===== src/rtl/led_panel_mmio.sv =====
// led_panel_mmio: CPU6 memory-mapped 8-bit LED panel with set/clear/toggle aliases.
// Define LEDPANEL_BLINK_EN to build the hardware blink engine (BMASK/BRATE/STATUS).
module led_panel_mmio #(
    parameter logic [18:0] BASE_ADDR  = 19'h0F100,
    parameter int          ACTIVE_LOW = 1,
    parameter int unsigned PRESCALE   = 65536
) (
    input  logic        clock,
    input  logic        reset,
    input  logic [18:0] address,
    input  logic        write_en,
    input  logic [7:0]  data_in,
    output logic [7:0]  data_out,
    output logic        sel,
    output logic [7:0]  leds
);

    localparam logic [2:0] OFF_LED    = 3'd0;
    localparam logic [2:0] OFF_SET    = 3'd1;
    localparam logic [2:0] OFF_CLR    = 3'd2;
    localparam logic [2:0] OFF_TGL    = 3'd3;
    localparam logic [2:0] OFF_BMASK  = 3'd4;
    localparam logic [2:0] OFF_BRATE  = 3'd5;
    localparam logic [2:0] OFF_STATUS = 3'd6;
    localparam logic [2:0] OFF_ID     = 3'd7;

    localparam logic [7:0] ID_VALUE  = 8'h4C;
    localparam logic [7:0] LEDS_IDLE = (ACTIVE_LOW != 0) ? 8'hFF : 8'h00;

    logic [2:0] offset;
    logic       wr;
    logic [7:0] led_r;
    logic [7:0] led_next;
    logic [7:0] lit;
    logic [7:0] bm_rd;
    logic [7:0] br_rd;
    logic [7:0] status_rd;

    assign offset = address[2:0];
    assign sel    = (address[18:3] == BASE_ADDR[18:3]);
    assign wr     = write_en & sel;

    always_comb begin
        led_next = led_r;
        if (wr) begin
            case (offset)
                OFF_LED: led_next = data_in;
                OFF_SET: led_next = led_r | data_in;
                OFF_CLR: led_next = led_r & ~data_in;
                OFF_TGL: led_next = led_r ^ data_in;
                default: led_next = led_r;
            endcase
        end
    end

    always_ff @(posedge clock or posedge reset) begin
        if (reset) begin
            led_r <= 8'h00;
        end else begin
            led_r <= led_next;
        end
    end

`ifdef LEDPANEL_BLINK_EN
    localparam int PW = (PRESCALE > 2) ? $clog2(PRESCALE) : 1;
    localparam logic [PW-1:0] PRE_LAST = PW'(PRESCALE - 1);

    logic [PW-1:0] presc;
    logic          tick;
    logic [7:0]    rcnt;
    logic [7:0]    bm_r;
    logic [7:0]    br_r;
    logic          phase;
    logic          br_wr;

    assign tick  = (presc == PRE_LAST);
    assign br_wr = wr && (offset == OFF_BRATE);

    always_ff @(posedge clock or posedge reset) begin
        if (reset) begin
            presc <= '0;
        end else if (tick) begin
            presc <= '0;
        end else begin
            presc <= presc + 1'b1;
        end
    end

    always_ff @(posedge clock or posedge reset) begin
        if (reset) begin
            bm_r <= 8'h00;
        end else if (wr && (offset == OFF_BMASK)) begin
            bm_r <= data_in;
        end
    end

    // A BRATE write restarts the rate count and wins over a same-cycle tick.
    always_ff @(posedge clock or posedge reset) begin
        if (reset) begin
            br_r  <= 8'h0F;
            rcnt  <= 8'h00;
            phase <= 1'b0;
        end else if (br_wr) begin
            br_r <= data_in;
            rcnt <= 8'h00;
        end else if (tick) begin
            if (rcnt == br_r) begin
                rcnt  <= 8'h00;
                phase <= ~phase;
            end else begin
                rcnt <= rcnt + 8'd1;
            end
        end
    end

    assign lit       = led_r & ~(bm_r & {8{phase}});
    assign bm_rd     = bm_r;
    assign br_rd     = br_r;
    assign status_rd = {7'b0, phase};
`else
    assign lit       = led_r;
    assign bm_rd     = 8'h00;
    assign br_rd     = 8'h00;
    assign status_rd = 8'h00;
`endif

    always_comb begin
        data_out = 8'h00;
        if (sel) begin
            case (offset)
                OFF_LED,
                OFF_SET,
                OFF_CLR,
                OFF_TGL:    data_out = led_r;
                OFF_BMASK:  data_out = bm_rd;
                OFF_BRATE:  data_out = br_rd;
                OFF_STATUS: data_out = status_rd;
                OFF_ID:     data_out = ID_VALUE;
                default:    data_out = 8'h00;
            endcase
        end
    end

    // Pins follow the lit vector one clock later.
    always_ff @(posedge clock or posedge reset) begin
        if (reset) begin
            leds <= LEDS_IDLE;
        end else if (ACTIVE_LOW != 0) begin
            leds <= ~lit;
        end else begin
            leds <= lit;
        end
    end

endmodule


===== config.mk =====
export PLATFORM = sky130hd
export DESIGN_NAME = led_panel_mmio
export DESIGN_NICKNAME = d
export VERILOG_FILES = /design/src/rtl/led_panel_mmio.sv
export SDC_FILE = /design/constraint.sdc
export NUM_CORES = 1
export LEC_CHECK = 0
export BUFFER_PORTS_ARGS = -buffer_cell sky130_fd_sc_hd__buf_2
export CAP_MARGIN = 20
export CORE_MARGIN = 2
export CORE_UTILIZATION = 45
export CTS_CLUSTER_SIZE = 16
export DETAILED_ROUTE_END_ITERATION = 10
export HOLD_SLACK_MARGIN = 0.12
export PLACE_DENSITY = 0.79
export RECOVER_POWER = 50
export SLEW_MARGIN = 20
export SYNTH_ARGS = -nofsm -noshare
export SYNTH_HDL_FRONTEND = slang
export SYNTH_SLANG_ARGS = --single-unit

===== constraint.sdc =====
create_clock -name clock -period 2.8 [get_ports clock]
set_input_delay 0.56 -clock clock [delete_from_list [all_inputs] [get_ports clock]]
set_output_delay 0.56 -clock clock [all_outputs]
set_load 0.02 [all_outputs]

### After elaboration in Yosys (flattened, before gate mapping)

Cells that the tools add are included.
Widths: inputs -> output; s select.

| word-level totals | value |
|---|---|
| bits in registers | 16 |
| output and inout port bits | 17 |

| operators by class | value |
|---|---|
| equality and inequality tests | 8 |
| multiplexer cells | 3 |
| bitwise operators | 6 |
| reductions and logical operators | 5 |

Operator list:

| cell | number |
|---|---|
| $pmux 8 s4 | 1 |
| $pmux 8 s3 | 1 |
| $eq 16x13->1 const B | 1 |
| $not 8->8 | 2 |
| $eq 3x3->1 const B | 4 |
| $and 8x8->8 | 1 |
| $mux 8 | 1 |
| $or 8x8->8 | 1 |
| $xor 8x8->8 | 1 |
| $eq 3x2->1 const B | 2 |
| $reduce_bool 4->1 | 1 |
| $reduce_or 4->1 | 1 |
| $eq 3x1->1 const B | 1 |
| $logic_not 3->1 | 1 |
| $reduce_or 3->1 | 1 |
| $reduce_and 2->1 | 1 |
| $and 1x1->1 | 1 |

### Longest topological paths before layout

Gate-level depths: netlist of the first run.

| depth | value |
|---|---|
| depth in word-level cells | 4 |
| mapped depth | 6 |
| mapped depth without buffers | 6 |

### Worst setup path before layout of the first run

No wires, ideal clock.

| timing | value |
|---|---|
| path kind | input-to-output |
| start | in address[4] |
| end | out data_out[2] |
| arrival time | 1.526 ns |
| path slack | 0.714 ns |
| stages on the path | 4 |
| buffers on the path | 0 |
| path through | nor4_2 nand3_1 or2_1 nor2b_1 |

| between the ends | value |
|---|---|
| cells in the longest elaborated chain, start to end | 2 |

RTL lines:

| item | RTL line | RTL |
|---|---|---|
| start, declared | 10 | `input logic [18:0] address,` |
| $eq 16x13->1 | 40 | `assign sel = (address[18:3] == BASE_ADDR[18:3]);` |
| $mux 8 | 129 | `if (sel) begin` |
| end, declared | 13 | `output logic [7:0] data_out,` |

No other way between the ends.

### Final worst setup path of the first run

Ends and elaborated chain as after synthesis.

==> results of run 1 <==
==> worst reg2reg max path: cells and delay by family (launching register included) <==
kind                     cells  cell delay (ns)
adder cells (fa/ha/maj)      1             0.28
AO/OA/AOI/OAI                1             0.10
buffers and inverters        1             0.07
flip-flops                   1             0.40
AND/OR/NAND/NOR              1             0.08
multiplexers                 2             0.60
==> flip-flops by register name, indices dropped and copies added, names as in the netlist <==
signal  count
leds        8
led_r       8
==> metal layers <==
layer / part of all wire / up-vias
met5: 0 / -
met4: 0.0098 / 0
met3: 0.037 / 5
met2: 0.57 / 16
met1: 0.38 / 448
li1: - / 479
==> layout by cell type (no fill, tap or decap), types with 3 or more instances in the layout <==
cell type  count
and3_1         5
buf_2         46
clkbuf_4       3
clkinv_1       3
dfrtp_1        8
dfstp_2        8
ha_1          16
inv_1         15
mux2_1         3
mux2_2         3
mux2_4         6
mux2i_1        4
nand2_1        6
nor2b_1        4
o21ai_0        5
o221ai_1       6
==> how the worst max path moves through the flow <==
stage / start / end / slack, ns / depth (start not counted)
final: address[4] / data_out[2] / 0.50 / 6
after global routing: address[4] / data_out[2] / 0.42 / 6
after CTS: address[4] / data_out[2] / 0.50 / 6
after detailed placement: address[4] / data_out[2] / 0.51 / 6
after global placement: address[4] / data_out[2] / 0.64 / 6
after floorplan: address[4] / data_out[2] / 0.71 / 4
==> cells in the mapped netlist, types with 2 or more instances <==
library cell and number:
ha_1 16, inv_1 15, dfrtp_1 8, dfstp_2 8, mux2_4 6, nand2_1 6
o221ai_1 6, and3_1 5, o21ai_0 5, mux2i_1 4, nor2b_1 4, clkinv_1 3
mux2_1 3, mux2_2 3, a32oi_1 2, nand3_1 2, nor2_1 2
==> power by group <==
part | internal, mW | total [mW] | leakage [nW] | switching (mW)
sequential | 0.232 | 0.232 | 0.185 | 0.0000219
clock | 0.0793 | 0.154 | 0.0210 | 0.0751
combinational | 0.0347 | 0.0744 | 0.596 | 0.0397
total | 0.346 | 0.461 | 0.802 | 0.115
==> logic make-up (layout without fill, tap and decap cells) <==
kind of cell	after synthesis	in the layout	synth area share
buffers and inverters	20	68	0.0658
AO/OA/AOI/OAI	13	13	0.0794
multiplexers	16	16	0.165
AND/OR/NAND/NOR	29	29	0.180
adder cells (fa/ha/maj)	16	16	0.167
flip-flops	16	16	0.343
==> final cells by class <==
| class | instances | area, sq um | share of cell area |
|---|---|---|---|
| well taps | 30 | 37.5 | 0.0252 |
| repair buffers | 46 | 230 | 0.154 |
| clock buffers | 4 | 36.3 | 0.0243 |
| flip-flops and latches | 16 | 410 | 0.275 |
| inverters | 18 | 67.6 | 0.0453 |
| multi-input cells | 74 | 708 | 0.475 |
==> metrics.csv, run 1 <==
stage;metric;value;unit
outcome;outcome;finished clean;
cells_and_area;Fillers;221;
cells_and_area;Final Net Count;205;
clocking;Reg clk slew, reported paths;0.09;ns
logic_synthesis;top post-synthesis cells by area;dfstp_2, dfrtp_1, ha_1, mux2_4, inv_1;
floorplan;die width;55.6;microns
floorplan;row count;18;
clocking;Post-CTS Setup Inserts;0;
global_route;Tot GR Track Use;0.187;
logic_synthesis;Yosys warnings;0;
cells_and_area;Layout Utilization;0.596;
clocking;post-cts resize count;0;
worst_setup_path;Worst Reg-to-Reg Cells;6;
logic_synthesis;post-synthesis register bit count;16;
worst_setup_path;crit start category;input pin;
clocking;root buffer cell;clkbuf_4;
worst_setup_path;reg2reg end;led_r[5]$_DFFE_PP0P_;
global_route;GR peak layer;met2;
global_route;GR Util met2;0.347;
timing;RSZ-0062 raised after global routing;false;
timing;skew final;0.00203;ns
power_and_ir_drop;static leakage;0.802;nW
worst_setup_path;Top delay family on crit path;simple AND/OR/NAND/NOR gates;
worst_setup_path;Worst Path Required;2.24;ns
timing;Hold Slack;0.313;ns
placement;pre-CTS setup slack;0.512;ns
detailed_routing;overall routed net length;2650;microns
timing;period utilization;0.821;
floorplan;Chip Height;55.6;microns
placement;# port buffers;46;
placement;placed cells;184;
global_route;GR Overflow Total;0;
worst_setup_path;most frequent CP cell;buf_2;
clocking;CTS tree;built;
detailed_routing;via count;948;
timing;setup_tns;0;ns
timing;setup ws final;0.502;ns
global_route;initial antenna violation count;0;
power_and_ir_drop;VDD IR-drop max;0.000281;V
timing;Setup violations, final;0;
worst_setup_path;critical path's slowest cell;nor4_2;
timing;Rel. slew slack;0.560;
cells_and_area;Layout area overhead;24.5;%
worst_setup_path;delay of the slowest cell on the worst path;0.34;ns
timing;Final Hold Viols;0;
detailed_routing;vias per inst;5.04;
clocking;cts hold-fix bufs;0;
placement;Detail Placement HPWL;2150;microns
worst_setup_path;Worst Path Arrival;1.74;ns
detailed_routing;Iteration-0 DRC Markers;12;
detailed_routing;1st-pass router iterations;3;
timing;Worst-Margin Slew;0.658;ns
timing;Slew Viols, Final;0;
clocking;TritonCTS Buffers;3;
worst_setup_path;CP cell instances;buf_2 -> nor4_2 -> nand3_1 -> or2_1 -> nor2b_1 -> buf_2;
global_route;met1 Track Usage GR;0.204;
worst_setup_path;Reg2Reg Launch Point;led_r[5]$_DFFE_PP0P_;
logic_synthesis;part of the Yosys area used for sequential elements;0.343;
clocking;clk sinks;16;
timing;f_max;435;MHz
logic_synthesis;cell area after synthesis;0.00120;sq mm
cells_and_area;final instance area;0.00149;sq mm
logic_synthesis;async set-reset flop share out of synthesis;1.00;
global_route;pin count of the biggest net entering global routing;17;
worst_setup_path;critical path class;input pin to output port;
floorplan;Die Footprint;0.00309;sq mm
logic_synthesis;Post-synth EDFFs;0;
job;max-cap violation count;0;
worst_setup_path;flop-to-flop setup slack;1.17;ns
global_route;first-pass GRT wire length;4590;microns
min_path;hold crit path type;input pin to asynchronous set/reset pin;
detailed_routing;DRC;0;
logic_synthesis;synth unique cells;29;
logic_synthesis;Gate Count Post-Synth;110;
cells_and_area;number of diodes;0;
worst_setup_path;Crit path buffers/inverters;2;
global_route;vias in the first global route;1014;
cells_and_area;share of cells above drive strength 1;0.468;
global_route;met3 usage;0.0558;
logic_synthesis;Syn Area/Cell;10.9;sq um
clocking;clock buffer depth;2;
placement;Area after DPL;0.00145;sq mm
floorplan;initial cell density of the core;0.479;
timing;Tmin final;2.30;ns
detailed_routing;post-route ant nets;0;
logic_synthesis;ys flop type;dfstp_2;
logic_synthesis;Synth area leader;dfstp_2;
clocking;clk_lat worst skew;0.29;ns
floorplan;number of I/O pins;47;
cells_and_area;Final Non-Filler Cells;188;
clocking;H-tree levels;1;
power_and_ir_drop;PwrDens;309;mW/mm^2
worst_setup_path;crit end category;output port;
power_and_ir_drop;overall power;0.461;mW
detailed_routing;Avg WL per Cell;14.1;microns
placement;gpl congestion;0.767;
logic_synthesis;Synthesized Nets;156;
worst_setup_path;Worst Path Max Fanout;4;
floorplan;core area;0.00250;sq mm
logic_synthesis;area share of the largest cell type after synthesis;0.176;
Note: power is estimated with default switching activity, not from simulation.
==> inputs of run 2 (changes only) <==
- CORE_UTILIZATION: 45 -> 43
- clock period: 2.8 -> 2.1 ns (I/O delays scaled with it)
==> metrics.csv, run 2 (synthesis results as in run 1) <==
stage;metric;value;unit
detailed_routing;via count;1005;
floorplan;die width;56.8;microns
cells_and_area;Layout area overhead;24.6;%
timing;Rel. slew slack;0.594;
global_route;pin count of the biggest net entering global routing;17;
worst_setup_path;Top delay family on crit path;simple AND/OR/NAND/NOR gates;
min_path;hold crit path type;input pin to asynchronous set/reset pin;
detailed_routing;Iteration-0 DRC Markers;45;
cells_and_area;Fillers;254;
cells_and_area;Largest regs;led_r: 8 flops, leds: 8 flops;
placement;# port buffers;46;
power_and_ir_drop;static leakage;0.802;nW
detailed_routing;overall routed net length;2780;microns
cells_and_area;most frequent cells in the layout;buf_2, ha_1, inv_1;
clocking;Post-CTS Setup Inserts;0;
detailed_routing;1st-pass router iterations;4;
placement;Area after DPL;0.00146;sq mm
detailed_routing;Avg WL per Cell;14.7;microns
timing;period utilization;0.908;
worst_setup_path;critical path's slowest cell;nor4_2;
floorplan;Chip Height;56.8;microns
cells_and_area;number of diodes;0;
worst_setup_path;delay of the slowest cell on the worst path;0.31;ns
detailed_routing;vias per inst;5.32;
timing;Slew Viols, Final;0;
timing;Worst-Margin Slew;0.608;ns
global_route;vias in the first global route;1092;
power_and_ir_drop;overall power;0.627;mW
timing;setup_tns;0;ns
floorplan;number of I/O pins;47;
worst_setup_path;Worst Path Arrival;1.49;ns
power_and_ir_drop;PwrDens;421;mW/mm^2
global_route;initial antenna violation count;0;
worst_setup_path;crit start category;input pin;
power_and_ir_drop;VDD IR-drop max;0.000478;V
outcome;outcome;finished clean;
timing;Setup violations, final;0;
global_route;GR Overflow Total;0;
detailed_routing;post-route ant nets;0;
clocking;Reg clk slew, reported paths;0.10;ns
global_route;Tot GR Track Use;0.191;
clocking;post-cts resize count;0;
placement;gpl congestion;0.812;
worst_setup_path;Crit path buffers/inverters;2;
cells_and_area;Final Net Count;205;
clocking;clock buffer depth;2;
cells_and_area;most common cell after layout, fill and taps aside;buf_2;
worst_setup_path;Worst Path Max Fanout;4;
timing;skew final;0.00101;ns
timing;Final Hold Viols;0;
worst_setup_path;crit end category;output port;
timing;RSZ-0062 raised after global routing;false;
placement;Detail Placement HPWL;2180;microns
timing;Tmin final;1.91;ns
cells_and_area;final instance area;0.00149;sq mm
global_route;first-pass GRT wire length;4660;microns
job;max-cap violation count;0;
clocking;CTS tree;built;
floorplan;row count;19;
timing;f_max;524;MHz
floorplan;core area;0.00271;sq mm
cells_and_area;share of cells above drive strength 1;0.468;
clocking;clk_lat worst skew;0.31;ns
worst_setup_path;Worst Path Required;1.68;ns
worst_setup_path;most frequent CP cell;buf_2;
detailed_routing;DRC;0;
worst_setup_path;CP cell instances;buf_2 -> nor4_2 -> nand3_1 -> or2_1 -> nor2b_1 -> buf_2;
clocking;clk sinks;16;
clocking;TritonCTS Buffers;3;
clocking;cts hold-fix bufs;0;
worst_setup_path;flop-to-flop setup slack;0.47;ns
clocking;root buffer cell;clkbuf_4;
clocking;H-tree levels;1;
floorplan;Die Footprint;0.00322;sq mm
floorplan;initial cell density of the core;0.442;
worst_setup_path;critical path class;input pin to output port;
-- run 2: cell counts in the layout (fill, tap and decap cells not counted) --
No cell type changed its count.
-- run 2: path summary, 6_finish.rpt --
path                                        end            startpoint  depth (start not counted)
setup / recovery                    data_out[2]            address[4]                          6
hold / removal             led_r[5]$_DFFE_PP0P_                 reset                          2
setup reg to reg           led_r[6]$_DFFE_PP0P_  led_r[6]$_DFFE_PP0P_                          6
hold reg to reg               leds[4]$_DFF_PP1_  led_r[4]$_DFFE_PP0P_                          1
max in group asynchronous  led_r[4]$_DFFE_PP0P_                 reset                          2
min in group clock            leds[4]$_DFF_PP1_  led_r[4]$_DFFE_PP0P_                          1
-- run 2: report_power, final --
group          total, mW  internal [mW]  switching [mW]
sequential         0.309          0.309       0.0000276
clock              0.218          0.106           0.112
combinational      0.101         0.0465          0.0541
-- run 2: layout make-up --
cell class | count | area, sq um | share of cell area
Tap cell | 31 | 38.8 | 0.0260
Inverter | 18 | 67.6 | 0.0453
Timing Repair Buffer | 46 | 230 | 0.154
Clock buffer | 4 | 36.3 | 0.0243
Multi-Input combinational cell | 74 | 708 | 0.475
Sequential cell | 16 | 410 | 0.275
-- run 2: per-stage QoR --
| stage | instances | hold slack (ns) | utilization | setup slack (ns) |
|---|---|---|---|---|
| 6_report | 189 | 0.162 | 0.550 | 0.193 |
| 5_1_grt | 189 | 0.222 | 0.550 | 0.114 |
| 4_1_cts | 189 | 0.194 | 0.550 | 0.198 |
| 3_5_place_dp | 185 | 0.438 | 0.537 | 0.204 |
| 3_3_place_gp | 185 | 0.418 | 0.537 | 0.224 |
| 2_1_floorplan | 110 | 0.328 | - | 0.294 |
-- run 2: per-layer routing --
metal / routed length [microns] / global-route usage
met5: 0 / 0
met4: 86 / 0.120
met3: 142 / 0.0438
met2: 1500 / 0.339
met1: 1050 / 0.202
-- run 2: worst register-to-register path: cells and delay by family (launching register included) --
kind	cells	cell delay [ns]
compound gates	1	0.11
fa+ha+maj	1	0.25
buf+inv	1	0.13
flops	1	0.42
mux	2	0.55
simple gates	1	0.06
==> inputs of run 3 (changes only) <==
- CORE_ASPECT_RATIO: default -> 1.4
- CORE_MARGIN: 2 -> default
==> metrics.csv, run 3 (synthesis results as in run 1) <==
stage;metric;value;unit
clocking;CTS tree;built;
floorplan;Chip Height;64.4;microns
floorplan;row count;22;
timing;skew final;0.000301;ns
floorplan;Die Footprint;0.00300;sq mm
floorplan;die width;46.6;microns
worst_setup_path;crit start category;input pin;
cells_and_area;most common cell after layout, fill and taps aside;buf_2;
timing;Rel. slew slack;0.544;
timing;setup_tns;0;ns
clocking;Post-CTS Setup Inserts;0;
clocking;post-cts resize count;0;
timing;RSZ-0062 raised after global routing;false;
worst_setup_path;Worst Path Max Fanout;4;
power_and_ir_drop;Net Sw Power;0.161;mW
cells_and_area;Largest regs;led_r: 8 flops, leds: 8 flops;
timing;f_max;513;MHz
detailed_routing;1st-pass router iterations;4;
global_route;initial antenna violation count;0;
clocking;root buffer cell;clkbuf_4;
timing;Worst-Margin Slew;0.683;ns
detailed_routing;vias per inst;5.10;
detailed_routing;post-route ant nets;0;
timing;Tmin final;1.95;ns
clocking;Reg clk slew, reported paths;0.10;ns
outcome;outcome;finished clean;
placement;# port buffers;46;
clocking;clk_lat worst skew;0.29;ns
cells_and_area;share of cells above drive strength 1;0.468;
cells_and_area;Layout area overhead;25.1;%
timing;period utilization;0.928;
clocking;H-tree levels;1;
power_and_ir_drop;static leakage;0.802;nW
worst_setup_path;Worst Path Arrival;1.53;ns
power_and_ir_drop;VDD IR-drop max;0.000173;V
global_route;vias in the first global route;1090;
detailed_routing;via count;989;
placement;gpl congestion;0.724;
power_and_ir_drop;P_int;0.461;mW
placement;Detail Placement HPWL;2110;microns
floorplan;initial cell density of the core;0.453;
power_and_ir_drop;clock share of power;0.343;
detailed_routing;DRC;0;
worst_setup_path;Worst Path Required;1.68;ns
global_route;GR Overflow Total;0;
worst_setup_path;crit end category;output port;
job;max-cap violation count;0;
clocking;clk sinks;16;
timing;Final Hold Viols;0;
clocking;cts hold-fix bufs;0;
timing;Slew Viols, Final;0;
detailed_routing;Iteration-0 DRC Markers;21;
worst_setup_path;critical path class;input pin to output port;
detailed_routing;Avg WL per Cell;13.7;microns
clocking;clock buffer depth;2;
cells_and_area;number of diodes;0;
floorplan;core area;0.00264;sq mm
detailed_routing;overall routed net length;2650;microns
clocking;TritonCTS Buffers;3;
global_route;first-pass GRT wire length;4260;microns
placement;placed cells;190;
global_route;Tot GR Track Use;0.193;
min_path;hold crit path type;input pin to asynchronous set/reset pin;
floorplan;number of I/O pins;47;
cells_and_area;Final Non-Filler Cells;194;
cells_and_area;Final Net Count;205;
cells_and_area;most frequent cells in the layout;buf_2, ha_1, inv_1;
global_route;pin count of the biggest net entering global routing;17;
power_and_ir_drop;sw frac;0.259;
power_and_ir_drop;PwrDens;415;mW/mm^2
power_and_ir_drop;Seq pwr share;0.497;
power_and_ir_drop;combinational power share;0.161;
timing;Setup violations, final;0;
## run 3: final cells by class
cell class                 instances  area, sq um
clock buffer                       4         36.3
fill                             227         1140
inverter                          18         67.6
multi-input combinational         74          708
sequential                        16          410
tap                               36         45.0
timing repair buffer              46          230
## run 3: power by group through the flow
stage                     registers, mW  clock network, mW  logic (mW)
after floorplan                   0.314                  0      0.0555
final                             0.309              0.213      0.0999
after detailed placement          0.314                  0       0.101
after CTS                         0.309              0.215       0.101
after global placement            0.314                  0      0.0944
after global routing              0.309              0.228       0.113
## run 3: layer usage
layer | share of wire | routed length (microns) | up-vias | global-route usage
met3 | 0.050 | 132 | 6 | 0.0139
met1 | 0.37 | 995 | 465 | 0.184
met5 | 0 | 0 | - | 0
met2 | 0.56 | 1480 | 38 | 0.356
li1 | - | - | 480 | -
met4 | 0.019 | 51 | 0 | 0.132
## run 3: through the flow
| stage | hold slack [ns] | setup WS (ns) | utilization | power, mW | area (sq um) |
|---|---|---|---|---|---|
| final | 0.191 | 0.152 | 0.567 | 0.622 | 1500 |
| after global routing | 0.237 | 0.0317 | 0.567 | 0.650 | 1500 |
| after CTS | 0.202 | 0.143 | 0.567 | 0.625 | 1500 |
| after detailed placement | 0.447 | 0.148 | 0.553 | 0.415 | 1460 |
| after global placement | 0.419 | 0.181 | 0.553 | 0.409 | 1460 |
| after floorplan | 0.328 | 0.294 | - | 0.370 | 1200 |
## run 3: final timing paths
| kind | startpoint | to | slack, ns | depth (start not counted) |
|---|---|---|---|---|
| worst max-delay path | address[4] | data_out[6] | 0.15 | 6 |
| worst min-delay path | reset | led_r[2]$_DFFE_PP0P_ | 0.19 | 2 |
| worst max register to register | led_r[6]$_DFFE_PP0P_ | led_r[6]$_DFFE_PP0P_ | 0.48 | 6 |
| worst min register to register | led_r[3]$_DFFE_PP0P_ | leds[3]$_DFF_PP1_ | 0.44 | 1 |
| max in group asynchronous | reset | led_r[0]$_DFFE_PP0P_ | 1.51 | 2 |
| min in group clock | led_r[3]$_DFFE_PP0P_ | leds[3]$_DFF_PP1_ | 0.44 | 1 |
## run 3: worst max-delay path, stage by stage
cell and delay (ns):
buf_2 0.10, nor4_2 0.31, nand3_1 0.10, or2_1 0.28, nor2b_1 0.13, buf_2 0.17
